**config.mk**
```make
export PLATFORM = sky130hd
export DESIGN_NAME = regfile_op_sequencer
export DESIGN_NICKNAME = d
export VERILOG_FILES = /design/src/rtl/regfile_seq_pkg.sv /design/src/rtl/seq_alu8.sv /design/src/rtl/regfile_op_sequencer.sv
export SDC_FILE = /design/constraint.sdc
export NUM_CORES = 1
export LEC_CHECK = 0
export ABC_AREA = 1
export BUFFER_PORTS_ARGS = -buffer_cell sky130_fd_sc_hd__buf_2
export CAP_MARGIN = 0
export CORE_AREA = 2 2 145 111
export CTS_CLUSTER_SIZE = 25
export DETAILED_ROUTE_END_ITERATION = 8
export DIE_AREA = 0 0 147 113
export SETUP_SLACK_MARGIN = 0.1
export SLEW_MARGIN = 20
export SYNTH_ARGS = -nofsm -noshare
export SYNTH_HDL_FRONTEND = slang
export SYNTH_SLANG_ARGS = --single-unit
```
**constraint.sdc**
```tcl
create_clock -name CLK -period 3.1 [get_ports CLK]
set_clock_uncertainty 0.1 [all_clocks]
set_input_delay 0.31 -clock CLK [delete_from_list [all_inputs] [get_ports CLK]]
set_output_delay 0.31 -clock CLK [all_outputs]
set_load 0.005 [all_outputs]
```
**src/rtl/regfile_seq_pkg.sv**
```systemverilog
`default_nettype none
// ============================================================================
// Module      : regfile_seq_pkg
// Description : Shared widths, opcode and state encodings for the register
//               file operation sequencer.
// Revision    : 1.0 - initial release
// ============================================================================
package regfile_seq_pkg;

    localparam int DATA_W = 8;
    localparam int ADDR_W = 2;

    typedef enum logic [2:0] {
        OP_ADD  = 3'b000,
        OP_SUB  = 3'b001,
        OP_AND  = 3'b010,
        OP_OR   = 3'b011,
        OP_XOR  = 3'b100,
        OP_MUL  = 3'b101,
        OP_LDI  = 3'b110,
        OP_SHR1 = 3'b111
    } op_e;

    typedef enum logic [1:0] {
        ST_IDLE  = 2'd0,
        ST_READ  = 2'd1,
        ST_EXEC  = 2'd2,
        ST_WRITE = 2'd3
    } state_e;

endpackage
`default_nettype wire

```
**src/rtl/seq_alu8.sv**
```systemverilog
`default_nettype none
// ============================================================================
// Module      : seq_alu8
// Description : Combinational single-cycle ALU for the sequencer. MUL is
//               handled by the sequencer and yields zero here.
// Revision    : 1.0 - initial release
// ============================================================================
module seq_alu8
    import regfile_seq_pkg::*;
(
    input  op_e               op,
    input  logic [DATA_W-1:0] a,
    input  logic [DATA_W-1:0] b,
    input  logic [DATA_W-1:0] imm,
    output logic [DATA_W-1:0] res,
    output logic              carry
);

    logic [DATA_W:0] w_sum;

    assign w_sum = {1'b0, a} + {1'b0, b};

    // Opcode decode; logic ops and LDI leave carry cleared
    always_comb begin
        res   = '0;
        carry = 1'b0;
        case (op)
            OP_ADD: begin
                res   = w_sum[DATA_W-1:0];
                carry = w_sum[DATA_W];
            end
            OP_SUB: begin
                res   = a - b;
                carry = (a < b);
            end
            OP_AND:  res = a & b;
            OP_OR:   res = a | b;
            OP_XOR:  res = a ^ b;
            OP_LDI:  res = imm;
            OP_SHR1: begin
                res   = a >> 1;
                carry = a[0];
            end
            default: begin
                res   = '0;
                carry = 1'b0;
            end
        endcase
    end

endmodule
`default_nettype wire

```
**src/rtl/regfile_op_sequencer.sv**
```systemverilog
`default_nettype none
// ============================================================================
// Module      : regfile_op_sequencer
// Description : Accepts one instruction at a time, reads two operands from a
//               4x8 register file, executes (ALU or 8-cycle shift-add MUL)
//               and writes the result back.
// Revision    : 1.0 - initial release
// ============================================================================
module regfile_op_sequencer
    import regfile_seq_pkg::*;
#(
    parameter logic WE_ACTIVE_LEVEL = 1'b0,
    parameter int   MUL_CYCLES      = 8
) (
    input  logic              CLK,
    input  logic              reset,
    input  logic              instr_valid,
    output logic              instr_ready,
    input  logic [2:0]        instr_op,
    input  logic [ADDR_W-1:0] instr_rd,
    input  logic [ADDR_W-1:0] instr_rs1,
    input  logic [ADDR_W-1:0] instr_rs2,
    input  logic [DATA_W-1:0] instr_imm,
    output logic [ADDR_W-1:0] RA1,
    output logic [ADDR_W-1:0] RA2,
    input  logic [DATA_W-1:0] RD1,
    input  logic [DATA_W-1:0] RD2,
    output logic [ADDR_W-1:0] RA3,
    output logic [DATA_W-1:0] WD3,
    output logic              WE3,
    output logic              done,
    output logic [DATA_W-1:0] result,
    output logic              zero,
    output logic              carry
);

    localparam int                CNT_W      = (MUL_CYCLES > 1) ? $clog2(MUL_CYCLES) : 1;
    localparam logic [CNT_W-1:0]  C_CNT_LAST = CNT_W'(MUL_CYCLES - 1);

    state_e                r_state;
    state_e                w_next_state;
    op_e                   r_op;
    logic [ADDR_W-1:0]     r_rd;
    logic [DATA_W-1:0]     r_imm;
    logic [DATA_W-1:0]     r_a;
    logic [DATA_W-1:0]     r_b;
    logic [DATA_W-1:0]     r_res;
    logic                  r_cres;
    logic [2*DATA_W-1:0]   r_acc;
    logic [2*DATA_W-1:0]   r_mcand;
    logic [DATA_W-1:0]     r_mplier;
    logic [CNT_W-1:0]      r_cnt;

    logic                  w_accept;
    logic                  w_is_mul;
    logic                  w_exec_done;
    logic                  w_write;
    logic [2*DATA_W-1:0]   w_acc_next;
    logic [DATA_W-1:0]     w_alu_res;
    logic                  w_alu_carry;
    logic [DATA_W-1:0]     w_exec_res;
    logic                  w_exec_carry;

    seq_alu8 u_alu (
        .op    (r_op),
        .a     (r_a),
        .b     (r_b),
        .imm   (r_imm),
        .res   (w_alu_res),
        .carry (w_alu_carry)
    );

    assign w_accept     = instr_valid && (r_state == ST_IDLE);
    assign w_is_mul     = (r_op == OP_MUL);
    assign w_acc_next   = r_mplier[0] ? (r_acc + r_mcand) : r_acc;
    assign w_exec_done  = (r_state == ST_EXEC) && (!w_is_mul || (r_cnt == C_CNT_LAST));
    assign w_exec_res   = w_is_mul ? w_acc_next[DATA_W-1:0] : w_alu_res;
    assign w_exec_carry = w_is_mul ? (w_acc_next[2*DATA_W-1:DATA_W] != '0) : w_alu_carry;

    // State register
    always_ff @(posedge CLK) begin
        if (reset) begin
            r_state <= ST_IDLE;
        end else begin
            r_state <= w_next_state;
        end
    end

    // Next-state logic; EXEC holds for MUL until the last iteration
    always_comb begin
        w_next_state = r_state;
        case (r_state)
            ST_IDLE:  if (w_accept) w_next_state = ST_READ;
            ST_READ:  w_next_state = ST_EXEC;
            ST_EXEC:  if (w_exec_done) w_next_state = ST_WRITE;
            ST_WRITE: w_next_state = ST_IDLE;
            default:  w_next_state = ST_IDLE;
        endcase
    end

    // Output decode; reset suppresses the write so an aborted op never commits
    always_comb begin
        instr_ready = (r_state == ST_IDLE);
        w_write     = (r_state == ST_WRITE) && !reset;
        done        = w_write;
        WE3         = w_write ? WE_ACTIVE_LEVEL : ~WE_ACTIVE_LEVEL;
    end

    // Datapath: instruction latch, operand capture, MUL iteration, write-back
    always_ff @(posedge CLK) begin
        if (reset) begin
            r_op     <= OP_ADD;
            r_rd     <= '0;
            r_imm    <= '0;
            r_a      <= '0;
            r_b      <= '0;
            r_res    <= '0;
            r_cres   <= 1'b0;
            r_acc    <= '0;
            r_mcand  <= '0;
            r_mplier <= '0;
            r_cnt    <= '0;
            RA1      <= '0;
            RA2      <= '0;
            RA3      <= '0;
            WD3      <= '0;
            result   <= '0;
            zero     <= 1'b1;
            carry    <= 1'b0;
        end else begin
            if (w_accept) begin
                r_op  <= op_e'(instr_op);
                r_rd  <= instr_rd;
                r_imm <= instr_imm;
                RA1   <= instr_rs1;
                RA2   <= instr_rs2;
            end
            if (r_state == ST_READ) begin
                r_a      <= RD1;
                r_b      <= RD2;
                r_acc    <= '0;
                r_mcand  <= {{DATA_W{1'b0}}, RD1};
                r_mplier <= RD2;
                r_cnt    <= '0;
            end
            if ((r_state == ST_EXEC) && w_is_mul) begin
                r_acc    <= w_acc_next;
                r_mcand  <= r_mcand << 1;
                r_mplier <= r_mplier >> 1;
                r_cnt    <= r_cnt + 1'b1;
            end
            if (w_exec_done) begin
                r_res  <= w_exec_res;
                r_cres <= w_exec_carry;
                RA3    <= r_rd;
                WD3    <= w_exec_res;
            end
            if (r_state == ST_WRITE) begin
                result <= r_res;
                zero   <= (r_res == '0);
                carry  <= r_cres;
            end
        end
    end

endmodule
`default_nettype wire
```
# Word-level counts from Yosys, hierarchy flattened
# Cells that the tools add are included.
# totals
ff_bits	99
in_bits	36
# op_classes
add_sub_neg	4
order_cmp	1
n_eq_ne	13
mux	17
bitwise_logic	3
n_reduce_logical	14
# ops
operator	n
$mux 16	5
$pmux 8 s7	1
$add 16x16->16	1
$eq 3x3->1 const B	5
$mux 7	2
$add 8x8->9	1
$and 8x8->8	1
$logic_not 8->1	1
$lt 8x8->1	1
$mux 8	1
$or 8x8->8	1
$pmux 2 s4	1
$reduce_bool 8->1	1
$sub 8x8->8	1
$xor 8x8->8	1
$eq 3x2->1 const B	2
$mux 3	2
$eq 2x2->1 const B	2
$logic_and 1x1->1	4
$mux 2	2
$add 3x1->3 const B	1
$eq 3x1->1 const B	1
$logic_not 3->1	1
$pmux 1 s3	1
other kinds (10)	12

# Logic depth before layout (Yosys ltp)
# logic_depth
depth_word	6
depth_mapped	16
mapped_depth_nobuf	16

# Hierarchy
# From an unflattened synthesis, not the netlist that was laid out.
# unflattened
hier_cells	918
area_unflattened_um2	6145.9
# modules_own_cells
module	instances	cells_each	area_per_inst_um2
regfile_op_sequencer	1	693	4852.2
seq_alu8	1	225	1293.7

# Least setup slack after synthesis
# OpenSTA, ideal clock, no wires.
# synth_path
path_kind	reg-to-reg
from	register r_a[2]
to	register r_res[6]
setup_time_ns	0.122
t_arrival_ns	1.766
setup_slack_ns	1.113
path_stages_with_launch	15
path_buffers	0
path_cell_list	dfxtp_1 -> inv_1 -> ha_1 -> inv_1 -> a21oi_1 -> o21ai_0 -> nand2_1 -> nand2_1 -> nand2_1 -> nand2_1 -> nand2_1 -> nand3_1 -> nand3_1 -> o21ai_0 -> a21oi_1
# synth_between
elab_chain_len	3
# synth_rtl
element	line_no	source
start: declaration	regfile_op_sequencer.sv:45	logic [DATA_W-1:0] r_a;
start signal: assignment	regfile_op_sequencer.sv:115	r_a <= '0;
start signal: assignment	regfile_op_sequencer.sv:139	r_a <= RD1;
$sub 8x8->8 or $add 8x8->9 (tied branches)	seq_alu8.sv:33, seq_alu8.sv:21	
$pmux 8 s7 *	seq_alu8.sv:27	case (op)
$mux 8 *	regfile_op_sequencer.sv:77	assign w_exec_res = w_is_mul ? w_acc_next[DATA_W-1:0] : w_alu_res;
end signal: assignment	regfile_op_sequencer.sv:153	r_res <= w_exec_res;
end: declaration	regfile_op_sequencer.sv:47	logic [DATA_W-1:0] r_res;
# Mark *: on every way between the ends. The rest lies on a longest branch, timed or not.
# A chain may end at the register's enable or synchronous reset.

# Worst setup path in the final report
# Ends and elaborated chain as after synthesis.

==> report_table.html <==
<table>
<tr><th>Metric</th><th>Value</th></tr>
<tr><th colspan="2">Outcome</th></tr>
<tr><td>Run status</td><td>completed</td></tr>
<tr><th colspan="2">Logic synthesis</th></tr>
<tr><td>Post-synthesis async set-or-reset flop share</td><td>0%</td></tr>
<tr><td>Netlist area before placement</td><td>0.00597 mm^2</td></tr>
<tr><td>Yosys warnings</td><td>0</td></tr>
<tr><td>Number of enable flip-flop cells after synthesis</td><td>0</td></tr>
<tr><td>Average footprint of a synthesized cell</td><td>6.72 um^2</td></tr>
<tr><td>Distinct cells, synth</td><td>37</td></tr>
<tr><td>Cells after synthesis</td><td>888</td></tr>
<tr><td>Net Count, Synth</td><td>974</td></tr>
<tr><td>Number of register bits inferred by synthesis</td><td>99</td></tr>
<tr><td>Most used DFF post-synth</td><td>dfxtp_1</td></tr>
<tr><td>Share of the yosys chip area belonging to registers</td><td>33.2%</td></tr>
<tr><th colspan="2">Floorplan</th></tr>
<tr><td>Number of top-level pins</td><td>63</td></tr>
<tr><td>Starting density of the core</td><td>39.5%</td></tr>
<tr><td>Die Span Y</td><td>113 um</td></tr>
<tr><td>Core Region</td><td>0.0151 mm^2</td></tr>
<tr><td>Die Span X</td><td>147 um</td></tr>
<tr><td>Cell row count</td><td>39</td></tr>
<tr><td>Die footprint</td><td>0.0166 mm^2</td></tr>
<tr><th colspan="2">Worst hold path</th></tr>
<tr><td>Worst hold-check path type</td><td>in -&gt; reg</td></tr>
<tr><th colspan="2">Setup path</th></tr>
<tr><td>Crit path arrival time</td><td>2640 ps</td></tr>
<tr><td>Worst stage delay on the critical path</td><td>420 ps</td></tr>
<tr><td>Cells traversed along the worst timing path</td><td>inv_1, ha_1, inv_1, a21oi_1, o21ai_0, nand2_1, nand2_1, nand2_1, nand2_1, nand2_1, nand3_1, nand3_1, o21ai_0, a21oi_1</td></tr>
<tr><td>Crit path launch</td><td>r_a[2]$_SDFFE_PP0P_</td></tr>
<tr><td>Critical register-to-register path endpoint</td><td>r_res[6]$_SDFFE_PP0P_</td></tr>
<tr><td>Category of the most critical setup path</td><td>reg -&gt; reg</td></tr>
<tr><td>Type of element launching the critical path</td><td>flop</td></tr>
<tr><td>Reg-to-reg startpoint</td><td>r_a[2]$_SDFFE_PP0P_</td></tr>
<tr><td>R2r setup slk</td><td>610 ps</td></tr>
<tr><td>Number of cell instances on the worst register-to-register path</td><td>14</td></tr>
<tr><td>Crit path required time</td><td>3250 ps</td></tr>
<tr><td>Critical Path Sink Type</td><td>flop</td></tr>
<tr><td>Most frequent cell on the critical path</td><td>nand2_1</td></tr>
<tr><td>Largest fanout on the critical path</td><td>6</td></tr>
<tr><td>Worst setup endpoint</td><td>r_res[6]$_SDFFE_PP0P_</td></tr>
<tr><td>Worst path slowest cell</td><td>dfxtp_1</td></tr>
<tr><th colspan="2">Layout</th></tr>
<tr><td>Diode insertion count for antenna repair</td><td>0</td></tr>
<tr><td>Most common cell after layout, fill and taps aside</td><td>nand2_1</td></tr>
<tr><td>Fraction of layout cells with a size suffix above 1</td><td>11.5%</td></tr>
<tr><td>Filler cell count in the final layout</td><td>1598</td></tr>
<tr><td>Layout overhead on the synthesized area</td><td>12.9%</td></tr>
<tr><td>Top library cells by usage in the layout, fill and taps aside</td><td>269 x nand2_1, 99 x dfxtp_1, 85 x a21oi_1, 84 x inv_1, 74 x nor2_1</td></tr>
<tr><td>Net count reported at finish</td><td>1019</td></tr>
<tr><td>Core occupancy in the finished layout</td><td>44.6%</td></tr>
<tr><th colspan="2">Drt</th></tr>
<tr><td>Detailed router's first-iteration violation count</td><td>496</td></tr>
<tr><td>Via Count</td><td>5806</td></tr>
<tr><td>Count of nets left with antenna violations after detail routing</td><td>0</td></tr>
<tr><td>Sum of routed wire length over all layers</td><td>16500 um</td></tr>
<tr><td>Detailed-route vias per instance</td><td>5.08</td></tr>
<tr><td>Post-detailed-route DRC marker count</td><td>0</td></tr>
<tr><td>Routed wirelength normalized by instance count</td><td>14.5 um</td></tr>
<tr><td>Number of iterations in the first detailed-routing pass</td><td>7</td></tr>
<tr><th colspan="2">Power and ir drop</th></tr>
<tr><td>Power per cell area</td><td>717 mW/mm^2</td></tr>
<tr><td>Static leakage</td><td>3.10 nW</td></tr>
<tr><td>Max rail drop VDD</td><td>0.349 mV</td></tr>
<tr><th colspan="2">CTS</th></tr>
<tr><td>Post-CTS setup buffer count</td><td>0</td></tr>
<tr><td>Post-cts hold buffer count</td><td>0</td></tr>
<tr><td>TritonCTS clock tree</td><td>done</td></tr>
<tr><td>Total number of H-tree levels</td><td>3</td></tr>
<tr><td>CTS Buffer Depth</td><td>2</td></tr>
<tr><td>Inserted Clock Buffers</td><td>9</td></tr>
<tr><td>Clock transition at the registers of the reported paths</td><td>80 ps</td></tr>
<tr><td>Cts repair resizes</td><td>0</td></tr>
<tr><td>Skew-Pair Late Insertion Delay</td><td>360 ps</td></tr>
<tr><td>Cell at the root of the clock tree</td><td>clkbuf_16</td></tr>
<tr><td>Count of clock tree sinks</td><td>99</td></tr>
<tr><th colspan="2">STA</th></tr>
<tr><td>Unrepaired setup endpoints after global routing</td><td>false</td></tr>
<tr><td>Slew of the pin with the lowest slew margin</td><td>793 ps</td></tr>
<tr><td>Worst setup margin</td><td>610 ps</td></tr>
<tr><td>Count of final max-slew check failures</td><td>0</td></tr>
<tr><td>Minimum period implied by the final worst setup slack</td><td>2490 ps</td></tr>
<tr><td>Final setup violation count</td><td>0</td></tr>
<tr><td>Relative slew margins</td><td>47.1%</td></tr>
<tr><td>Post-route fraction of the period consumed by the critical path</td><td>80.3%</td></tr>
<tr><td>Setup_tns</td><td>0 ps</td></tr>
<tr><td>Post-route worst hold slack</td><td>86.5 ps</td></tr>
<tr><td>Final Hold Viols</td><td>0</td></tr>
<tr><td>Max frequency</td><td>402 MHz</td></tr>
<tr><th colspan="2">Global routing</th></tr>
<tr><td>Overall track demand over capacity in global routing</td><td>20.5%</td></tr>
<tr><td>Maximum number of pins on one net before global-route repair</td><td>66</td></tr>
<tr><td>Antenna violations before repair</td><td>0</td></tr>
<tr><td>Global-route wire length before repair</td><td>27000 um</td></tr>
<tr><td>Remaining global-route overflow</td><td>0</td></tr>
<tr><td>Via count of the first global-routing pass</td><td>5147</td></tr>
<tr><th colspan="2">Placement</th></tr>
<tr><td>Estimated wirelength of the detail-placed design</td><td>12300 um</td></tr>
<tr><td>Count of port buffers added during placement</td><td>62</td></tr>
<tr><td>Pre-CTS setup slack</td><td>707 ps</td></tr>
<tr><td>RePlAce Congestion</td><td>0.990</td></tr>
<tr><th colspan="2">Job</th></tr>
<tr><td>Max-cap check violation count</td><td>0</td></tr>
</table>
==> stage by stage <==
stage,cell area (um^2),instances,power [mW]
finish,6740,1143,4.83
global route,6740,1143,5.21
CTS,6740,1143,4.84
detailed placement,6430,1127,3.66
global placement,6430,1127,3.68
floorplan,5970,888,3.07
==> layer usage <==
layer / global-route usage [%] / vias up / routed length, um
met5: 0 / - / 0
met4: 4.87 / 0 / 160
met3: 5.04 / 14 / 1440
met2: 26.6 / 217 / 5970
met1: 33.1 / 2577 / 8980
li1: - / 2998 / -
==> flip-flops by register name (all words and copies together) (netlist names) <==
name      cells
r_cnt         3
r_mcand      16
r_imm         8
r_acc        16
r_b           8
r_state       2
result        8
carry         1
r_rd          2
r_op          3
r_a           8
r_res         8
RA3           2
RA1           2
r_mplier      8
RA2           2
zero          1
r_cres        1
==> cell usage after synthesis (all sizes together) (3+ instances only) <==
cell | count | area, um^2
nand2 | 270 | 1020
a31oi | 9 | 56.3
buf | 10 | 56.3
nor2 | 77 | 320
a21oi | 85 | 425
o22ai | 7 | 43.8
xor2 | 7 | 61.3
nor3 | 4 | 20.0
o2111ai | 4 | 35.0
clkbuf | 24 | 90.1
or2 | 12 | 77.6
inv | 92 | 350
nand4 | 3 | 18.8
nand3 | 59 | 295
fa | 3 | 60.1
dfxtp | 99 | 1980
o21ai | 46 | 230
a311oi | 7 | 61.3
ha | 47 | 588
a211oi | 6 | 45.0
==> worst min-delay path by stage <==
stage          slack (ps)                      end             startpoint  cells after the start
5_1_grt                70  r_state[0]$_SDFFE_PP0P_                  reset                      2
3_5_place_dp          370    r_cnt[2]$_SDFFE_PP0P_  r_cnt[2]$_SDFFE_PP0P_                      2
3_3_place_gp          360      RA2[0]$_SDFFE_PP0P_    RA2[0]$_SDFFE_PP0P_                      2
2_1_floorplan         320    r_imm[7]$_SDFFE_PP0P_  r_imm[7]$_SDFFE_PP0P_                      2
4_1_cts                60  r_state[0]$_SDFFE_PP0P_                  reset                      2
6_report               90  r_state[0]$_SDFFE_PP0P_                  reset                      2
==> worst max-delay path: cells and delay by family (launching register included) <==
family | cells | cell delay, ps
compound gates | 4 | 660
simple gates | 7 | 540
flops | 1 | 420
fa+ha+maj | 1 | 370
buf+inv | 2 | 290
==> kinds of logic after synthesis <==
group / share of synthesized area (%)
XOR/XNOR: 1.17
adder cells (fa/ha/maj): 10.9
flip-flops: 33.2
multiplexers: 0.335
AO/OA/AOI/OAI: 16.3
AND/OR/NAND/NOR: 29.7
buffers and inverters: 8.45
==> power breakdown <==
part	switching (mW)	internal, mW	total [mW]
sequential	0.229	1.53	1.76
clock	0.580	0.576	1.16
combinational	1.28	0.642	1.92
total	2.09	2.75	4.83
==> layout make-up <==
class	count	area, um^2	share of cell area (%)
Clock buffer	9	225	3.34
Clock inverter	7	81.3	1.21
Sequential cell	99	1980	29.4
Timing Repair Buffer	68	355	5.27
Multi-Input combinational cell	661	3480	51.7
Inverter	94	358	5.31
Tap cell	205	256	3.81
(Power assumes the default switching activity.)
